File: config.mk
export PLATFORM = sky130hd
export DESIGN_NAME = dct_t2_sequencer
export DESIGN_NICKNAME = d
export VERILOG_FILES = /design/src/rtl/dct_t2_sequencer.sv
export SDC_FILE = /design/constraint.sdc
export NUM_CORES = 1
export LEC_CHECK = 0
export CORE_ASPECT_RATIO = 1.4
export CORE_MARGIN = 5
export CORE_UTILIZATION = 45
export CTS_CLUSTER_DIAMETER = 100
export CTS_CLUSTER_SIZE = 10
export DETAILED_ROUTE_END_ITERATION = 10
export PLACE_DENSITY = 0.82
export SLEW_MARGIN = 30
export SYNTH_ARGS = -nofsm -noshare
export SYNTH_HDL_FRONTEND = slang
export SYNTH_SLANG_ARGS = --single-unit
File: constraint.sdc
create_clock -name clk -period 2.2 [get_ports clk]
set_clock_uncertainty 0.05 [all_clocks]
set_input_delay 0.33 -clock clk [delete_from_list [all_inputs] [get_ports clk]]
set_output_delay 0.33 -clock clk [all_outputs]
set_load 0.02 [all_outputs]
File: src/rtl/dct_t2_sequencer.sv
// Frames a serial sample stream into 4-sample blocks for the dct_t2 core, waits out
// the core latency, then streams the four coefficients back out with valid/ready.
module dct_t2_sequencer #(
  parameter int WIDTH       = 16,
  parameter int DCT_LATENCY = 2,
  parameter int FRAME_CNT_W = 8
) (
  input  logic                   clk,
  input  logic                   reset,
  input  logic [WIDTH-1:0]       in_data,
  input  logic                   in_valid,
  output logic                   in_ready,
  input  logic                   abort,
  output logic [WIDTH-1:0]       dct_sample0,
  output logic [WIDTH-1:0]       dct_sample1,
  output logic [WIDTH-1:0]       dct_sample2,
  output logic [WIDTH-1:0]       dct_sample3,
  input  logic [WIDTH-1:0]       dct_out0,
  input  logic [WIDTH-1:0]       dct_out1,
  input  logic [WIDTH-1:0]       dct_out2,
  input  logic [WIDTH-1:0]       dct_out3,
  output logic [WIDTH-1:0]       out_data,
  output logic                   out_valid,
  input  logic                   out_ready,
  output logic                   out_last,
  output logic                   busy,
  output logic [FRAME_CNT_W-1:0] frame_count
);

  typedef enum logic [1:0] {ST_FILL, ST_WAIT, ST_DRAIN} state_t;

  state_t                 state, next_state;
  logic [1:0]             fill_idx, drain_idx;
  logic [3:0]             wait_cnt;
  logic [WIDTH-1:0]       sample_q [4];
  logic [WIDTH-1:0]       result_q [4];
  logic [FRAME_CNT_W-1:0] frame_count_q;
  logic                   accept, xfer, capture;

  // NOTE: every signal written here gets a default first, so no path can infer a latch.
  always_comb begin
    next_state = state;
    in_ready   = (state == ST_FILL);
    out_valid  = (state == ST_DRAIN);
    busy       = (state != ST_FILL);
    out_last   = (state == ST_DRAIN) && (drain_idx == 2'd3);
    // abort outranks any same-cycle handshake, so it masks all three strobes
    accept     = in_valid && in_ready && !abort;
    xfer       = out_valid && out_ready && !abort;
    capture    = (state == ST_WAIT) && (wait_cnt == 4'd0) && !abort;

    if (abort) begin
      next_state = ST_FILL;
    end else begin
      case (state)
        ST_FILL:  if (accept && fill_idx == 2'd3) next_state = ST_WAIT;
        ST_WAIT:  if (capture)                    next_state = ST_DRAIN;
        ST_DRAIN: if (xfer && drain_idx == 2'd3)  next_state = ST_FILL;
        default:                                  next_state = ST_FILL;
      endcase
    end
  end

  // NOTE: sequential state uses non-blocking assignments so every register samples pre-edge values.
  always_ff @(posedge clk or negedge reset) begin
    if (!reset) state <= ST_FILL;
    else        state <= next_state;
  end

  always_ff @(posedge clk or negedge reset) begin
    if (!reset) begin
      fill_idx      <= 2'd0;
      drain_idx     <= 2'd0;
      wait_cnt      <= 4'd0;
      frame_count_q <= '0;
      for (int i = 0; i < 4; i++) begin
        sample_q[i] <= '0;
        result_q[i] <= '0;
      end
    end else if (abort) begin
      fill_idx  <= 2'd0;
      drain_idx <= 2'd0;
    end else begin
      if (accept) begin
        sample_q[fill_idx] <= in_data;
        fill_idx           <= fill_idx + 2'd1;
        if (fill_idx == 2'd3) wait_cnt <= 4'(DCT_LATENCY - 1);
      end
      if (state == ST_WAIT && wait_cnt != 4'd0) wait_cnt <= wait_cnt - 4'd1;
      if (capture) begin
        result_q[0] <= dct_out0;
        result_q[1] <= dct_out1;
        result_q[2] <= dct_out2;
        result_q[3] <= dct_out3;
        drain_idx   <= 2'd0;
      end
      if (xfer) begin
        drain_idx <= drain_idx + 2'd1;
        if (drain_idx == 2'd3) frame_count_q <= frame_count_q + FRAME_CNT_W'(1);
      end
    end
  end

  assign dct_sample0 = sample_q[0];
  assign dct_sample1 = sample_q[1];
  assign dct_sample2 = sample_q[2];
  assign dct_sample3 = sample_q[3];
  assign out_data    = result_q[drain_idx];
  assign frame_count = frame_count_q;

endmodule

# Word level (Yosys, flattened, before mapping)
# Cells that the tools add are included.
# W data, S select, Z words.
# op_classes
n_mul	0
reduce_logical	25
addsub	4
div_mod_pow	0
order_cmp	3
eq_ne	7
n_bitwise	3
n_shift	0
muxes	19
# op_table
operator	count
$bwmux W64	1
$mux W16	3
$bmux W16 S2	1
$demux W16 S2	1
$mux W2	9
$mux W4	3
$logic_and A1 B1 Y1	11
$reduce_and A3 Y1	3
$add A8 B1 Y8 const B	1
$reduce_bool A2 Y1	4
$eq A2 B2 Y1 const B	3
$ge A3 B3 Y1 const B	2
$not A2 Y3	2
$pmux W2 S3	1
$add A2 B1 Y2 const B	2
$logic_not A4 Y1	1
$reduce_and A2 Y1	2
$reduce_bool A4 Y1	1
$sub A4 B1 Y4 const B	1
$lt A3 B1 Y1 const B	1
$ne A3 B1 Y1 const B	1
$ne A3 B2 Y1 const B	1
$ne A3 B3 Y1 const B	1
$reduce_bool A3 Y1	1
other kinds (4)	4
# word_totals
ff_bits	146
rom_bits	0
mem_count	0
elab_cells	74
latchBits	0
out_inout_bits	92
ramBits	0

# Depth between registers and ports, before layout
# depth
depth_word	7
depth_mapped	7
ltp_nobuf	6

# Least setup slack after synthesis
# Ideal clock, no wire load.
# synth_timing
path_kind	register to register
startpoint	register state[1]
endpoint	register frame_count_q[1] (netlist: frame_count[1])
path_stages_with_launch	5
n_path_buf	1
path_slack_ns	0.323
t_arrival_ns	1.702
setup_time_ns	0.125
synth_period_minus_slack_ns	1.877
cell_sequence	dfrtp_1 nor2b_1 and4b_2 buf_2 mux2_2
# synth_via
elab_chain_len	4
# synth_rtl
item	line	source
from (decl)	32	state_t state, next_state;
from (signal assigned)	67	else state <= next_state;
$eq A2 B2 Y1	44	out_valid = (state == ST_DRAIN);
net out_valid	23	output logic out_valid,
$logic_and A1 B1 Y1 (2 in a row)	49	xfer = out_valid && out_ready && !abort;
$reduce_and A3 Y1 (no source line)	-	
to (signal assigned)	99	if (drain_idx == 2'd3) frame_count_q <= frame_count_q + FRAME_CNT_W'(1);
to (decl)	37	logic [FRAME_CNT_W-1:0] frame_count_q;
# The timed path passes the listed nets, and every way through them passes these cells.
# A chain may end at the register's enable or synchronous reset.

# Worst setup path in the final report
# layout_timing
startpoint	register state[1]
endpoint	output port in_ready
# layout_via
elab_chain_len	1
# layout_rtl
item	line	source
$logic_not A2 Y1	43	in_ready = (state == ST_FILL);
to (decl)	12	output logic in_ready,
# Every way passes these cells.

==> flow_summary.html <==
<table>
<tr><th>Metric</th><th>Value</th></tr>
<tr><th colspan="2">Timing</th></tr>
<tr><td>Fin crit period</td><td>2.088 ns</td></tr>
<tr><td>Sum Neg Setup Slack</td><td>0 ns</td></tr>
<tr><td>Max-slew violation count</td><td>0</td></tr>
<tr><td>Slew at the pin closest to its max-slew limit</td><td>0.6146 ns</td></tr>
<tr><td>Share of the clock period used by the worst path after layout</td><td>approximately 95%</td></tr>
<tr><td>Endpoints failing hold</td><td>0</td></tr>
<tr><td>Fmax</td><td>0.4790 GHz</td></tr>
<tr><td>Final number of setup-violating endpoints</td><td>0</td></tr>
<tr><td>Max-slew headroom at the worst pin</td><td>59.03%</td></tr>
<tr><td>Final Hold Slack</td><td>0.4379 ns</td></tr>
<tr><td>Setup repair after global routing missed its margin</td><td>no</td></tr>
<tr><th colspan="2">Logic synthesis</th></tr>
<tr><td>Synthesized Nets</td><td>470</td></tr>
<tr><td>Proportion of netlist area held by the largest area contributor</td><td>60.01%</td></tr>
<tr><td>Number of warning messages in the yosys log</td><td>0</td></tr>
<tr><td>Total of flip-flops plus latches after synthesis</td><td>146</td></tr>
<tr><td>Post-Syn Instances</td><td>about 380</td></tr>
<tr><td>Async set-or-reset flop fraction in the synthesized netlist</td><td>100.0%</td></tr>
<tr><td>Top post-synthesis cells by count</td><td>146 x sky130_fd_sc_hd__dfrtp_1, 129 x sky130_fd_sc_hd__mux2_2, 16 x sky130_fd_sc_hd__mux4_2</td></tr>
<tr><td>Leading cell types by total area after synthesis</td><td>sky130_fd_sc_hd__dfrtp_1 60%, sky130_fd_sc_hd__mux2_2 24%, sky130_fd_sc_hd__mux4_2 5.9%, sky130_fd_sc_hd__buf_6 1.5%, sky130_fd_sc_hd__ha_1 1.4%</td></tr>
<tr><td>Count of different cell masters after synthesis</td><td>30</td></tr>
<tr><td>Combined area of all synthesized cells</td><td>6088 um^2</td></tr>
<tr><td>Post-synthesis sequential area ratio</td><td>60.01%</td></tr>
<tr><td>Library cell occupying the most area in the post-synthesis netlist</td><td>sky130_fd_sc_hd__dfrtp_1</td></tr>
<tr><td>Flip-flop cell with the highest count after synthesis</td><td>sky130_fd_sc_hd__dfrtp_1</td></tr>
<tr><td>Most repeated cell in the gate-level netlist after synthesis</td><td>sky130_fd_sc_hd__dfrtp_1</td></tr>
<tr><td>EDFF count, synth</td><td>0</td></tr>
<tr><td>Avg Cell Area, Syn</td><td>16.11 um^2</td></tr>
<tr><th colspan="2">GRT</th></tr>
<tr><td>Pin count of the biggest net entering global routing</td><td>65</td></tr>
<tr><td>Number of antenna violations at the first check in global routing</td><td>0</td></tr>
<tr><td>Total global routing track utilization</td><td>17.78%</td></tr>
<tr><td>Remaining global-route overflow</td><td>0</td></tr>
<tr><td>Vias in the first global route</td><td>between 4000 and 5000</td></tr>
<tr><td>Global-route wire length before repair</td><td>22400 um</td></tr>
<tr><th colspan="2">Worst setup path</th></tr>
<tr><td>Highest net fanout along the worst path</td><td>5</td></tr>
<tr><td>Depth of the most critical reg-to-reg path</td><td>7</td></tr>
<tr><td>Cell with the largest stage delay on the worst path</td><td>sky130_fd_sc_hd__clkdlybuf4s50_1</td></tr>
<tr><td>Worst setup SP type</td><td>flop</td></tr>
<tr><td>Kind of end point of the critical path</td><td>output pin</td></tr>
<tr><td>Levels on crit path</td><td>2</td></tr>
<tr><td>Family with the most delay on the worst path</td><td>buffers and inverters</td></tr>
<tr><td>Required time at the endpoint of the critical path</td><td>1.82 ns</td></tr>
<tr><td>Worst path buffer plus inverter count</td><td>1</td></tr>
<tr><td>Delay of the slowest cell on the worst path</td><td>between 0.6 and 0.7 ns</td></tr>
<tr><td>WP data arrival</td><td>1.71 ns</td></tr>
<tr><td>Sequence of cells on the critical path</td><td>nor2_2, clkdlybuf4s50_1</td></tr>
<tr><td>Critical setup path kind</td><td>flop to output pin</td></tr>
<tr><th colspan="2">Floorplan</th></tr>
<tr><td>Die Y</td><td>147.6 um</td></tr>
<tr><td>Floorplan die width</td><td>approximately 110 um</td></tr>
<tr><td>Row Count</td><td>50</td></tr>
<tr><td>Starting density of the core</td><td>roughly 46%</td></tr>
<tr><td>I/O pin count</td><td>177</td></tr>
<tr><td>Floorplan die area</td><td>15990 um^2</td></tr>
<tr><td>Area of the core region</td><td>13330 um^2</td></tr>
<tr><th colspan="2">Layout</th></tr>
<tr><td>Share of cells above drive strength 1</td><td>37.65%</td></tr>
<tr><td>Area growth from synthesis to final layout</td><td>41.68%</td></tr>
<tr><td>Final design utilization</td><td>between 60 and 70%</td></tr>
<tr><td>Filler Cells Inserted</td><td>approximately 970</td></tr>
<tr><td>Area occupied by multi-input gates</td><td>about 2300 um^2</td></tr>
<tr><td>Antenna fix cells</td><td>0</td></tr>
<tr><td>Sequential cell area</td><td>between 3000 and 4000 um^2</td></tr>
<tr><td>Count of nets after finishing</td><td>666</td></tr>
<tr><th colspan="2">Drt</th></tr>
<tr><td>WL per Instance</td><td>17.51 um</td></tr>
<tr><td>Final Routed Wirelength</td><td>13470 um</td></tr>
<tr><td>Count of nets left with antenna violations after detail routing</td><td>0</td></tr>
<tr><td>Drt first pass iters</td><td>4</td></tr>
<tr><td>Number of vias per cell after detailed routing</td><td>5.017</td></tr>
<tr><td>DRC marker count from the first detailed-route iteration</td><td>95</td></tr>
<tr><td>Final routed DRC violation total</td><td>0</td></tr>
<tr><td>Total via count in the routed design</td><td>between 3000 and 4000</td></tr>
<tr><th colspan="2">Placed design</th></tr>
<tr><td>Port Buffers</td><td>roughly 180</td></tr>
<tr><td>Final Wtd Congestion</td><td>between 0.7 and 0.8</td></tr>
<tr><td>Total half-perimeter wirelength after legalization and detailed placement</td><td>just over 10000 um</td></tr>
<tr><th colspan="2">Power and ir drop</th></tr>
<tr><td>Leakage power total</td><td>4.039 nW</td></tr>
<tr><td>Peak supply drop</td><td>between 0.0004 and 0.0005 V</td></tr>
<tr><td>Overall power</td><td>around 8.1 mW</td></tr>
<tr><td>Power per cell area</td><td>938.9 nW/um^2</td></tr>
<tr><th colspan="2">Clocking</th></tr>
<tr><td>Maximum clock path buffer count</td><td>2</td></tr>
<tr><td>Depth of the CTS H-tree</td><td>4</td></tr>
<tr><td>Clock latency of the later-clocked register in the worst-skew pair</td><td>0.41 ns</td></tr>
<tr><td>CTS sink cnt</td><td>146</td></tr>
<tr><td>Buffer cell driving the clock tree root</td><td>sky130_fd_sc_hd__clkbuf_16</td></tr>
<tr><td>Clock transition at path regs</td><td>0.06 ns</td></tr>
<tr><td>Inserted Clock Buffers</td><td>17</td></tr>
<tr><td>TritonCTS clock tree</td><td>yes</td></tr>
<tr><th colspan="2">Worst hold path</th></tr>
<tr><td>Class of the tightest hold or removal check</td><td>input port to asynchronous set/reset pin</td></tr>
<tr><th colspan="2">Run status</th></tr>
<tr><td>Run status</td><td>complete, no violations</td></tr>
<tr><th colspan="2">Job</th></tr>
<tr><td>Max-cap check violation count</td><td>0</td></tr>
</table>
-- layout by cell type (no fill, tap or decap), drive strengths merged, types with 2 or more instances in the layout --
master	instances
nor2	3
ha	7
inv	16
nor3b	2
buf	31
xor2	2
clkdlybuf4s50	157
nand3b	2
nor2b	2
nand3	5
mux4	16
a21oi	5
xnor2	7
clkinvlp	3
mux2i	2
clkinv	2
nand4	4
clkbuf	22
mux2	129
nand2	13
dfrtp	146
-- metal layers --
metal	global-route usage, %	up-vias	share of wire [%]
met2	30.42	146	52
met1	21.03	1950	38
met3	6.335	10	8.9
li1	-	1752	-
met5	0	-	0
met4	5.117	0	0.59
-- final cells by class --
| class | count | area share [%] |
|---|---|---|
| clock inverter | 14 | 1.668 |
| sequential | 146 | 42.36 |
| tap | 182 | 2.640 |
| multi-input combinational | 207 | 26.28 |
| timing repair buffer | 194 | 21.61 |
| inverter | 8 | 0.3481 |
| clock buffer | 18 | 5.091 |
-- report_power, final --
| group | switching, mW | total (mW) | internal [mW] |
|---|---|---|---|
| logic | 0.883 | 1.97 | 1.08 |
| clock network | 1.19 | 2.82 | 1.63 |
| registers | 0.216 | 3.31 | 3.10 |
-- sequential cells by signal (all words and copies together) (netlist names) --
register	count
drain_idx	2
result_q	64
dct_sample2	16
dct_sample0	16
state	2
dct_sample1	16
dct_sample3	16
wait_cnt	4
frame_count	8
fill_idx	2
-- per-stage QoR --
step	cell area, um^2	instances	setup slack, ns
global placement	8109	735	0.1366
finish	8626	769	0.1124
global route	8626	769	0.03090
floorplan	6088	378	0.3230
detailed placement	8109	735	0.05607
CTS	8671	769	-0.01822
-- cell families after synthesis --
logic type | count (synthesis) | share of synthesized area (%)
AO/OA/AOI/OAI | 7 | 0.6782
AND/OR/NAND/NOR | 37 | 3.637
flip-flops | 146 | 60.01
XOR/XNOR | 9 | 1.295
multiplexers | 147 | 30.11
buffers and inverters | 25 | 2.836
adder cells (fa/ha/maj) | 7 | 1.438
-- final timing paths --
check                          startpoint              to  slack (ns)
setup / recovery                 state[1]        in_ready        0.11
hold / removal                      reset  dct_sample0[1]        0.44
setup reg to reg              wait_cnt[0]     result_q[6]        0.38
hold reg to reg            frame_count[7]  frame_count[7]        0.45
max in group asynchronous           reset  dct_sample2[8]        1.02
min in group clk           frame_count[7]  frame_count[7]        0.45
-- what timing repair did --
action                     4_1_cts  5_1_grt
resized for setup               58        8
hold buffers                     1        0
setup endpoints to repair       19        8
gates cloned                     0        0
buffers inserted                 1        0
hold endpoints to repair        58        0
pin swaps                        0        0
Power figures use the tool's default switching activity.
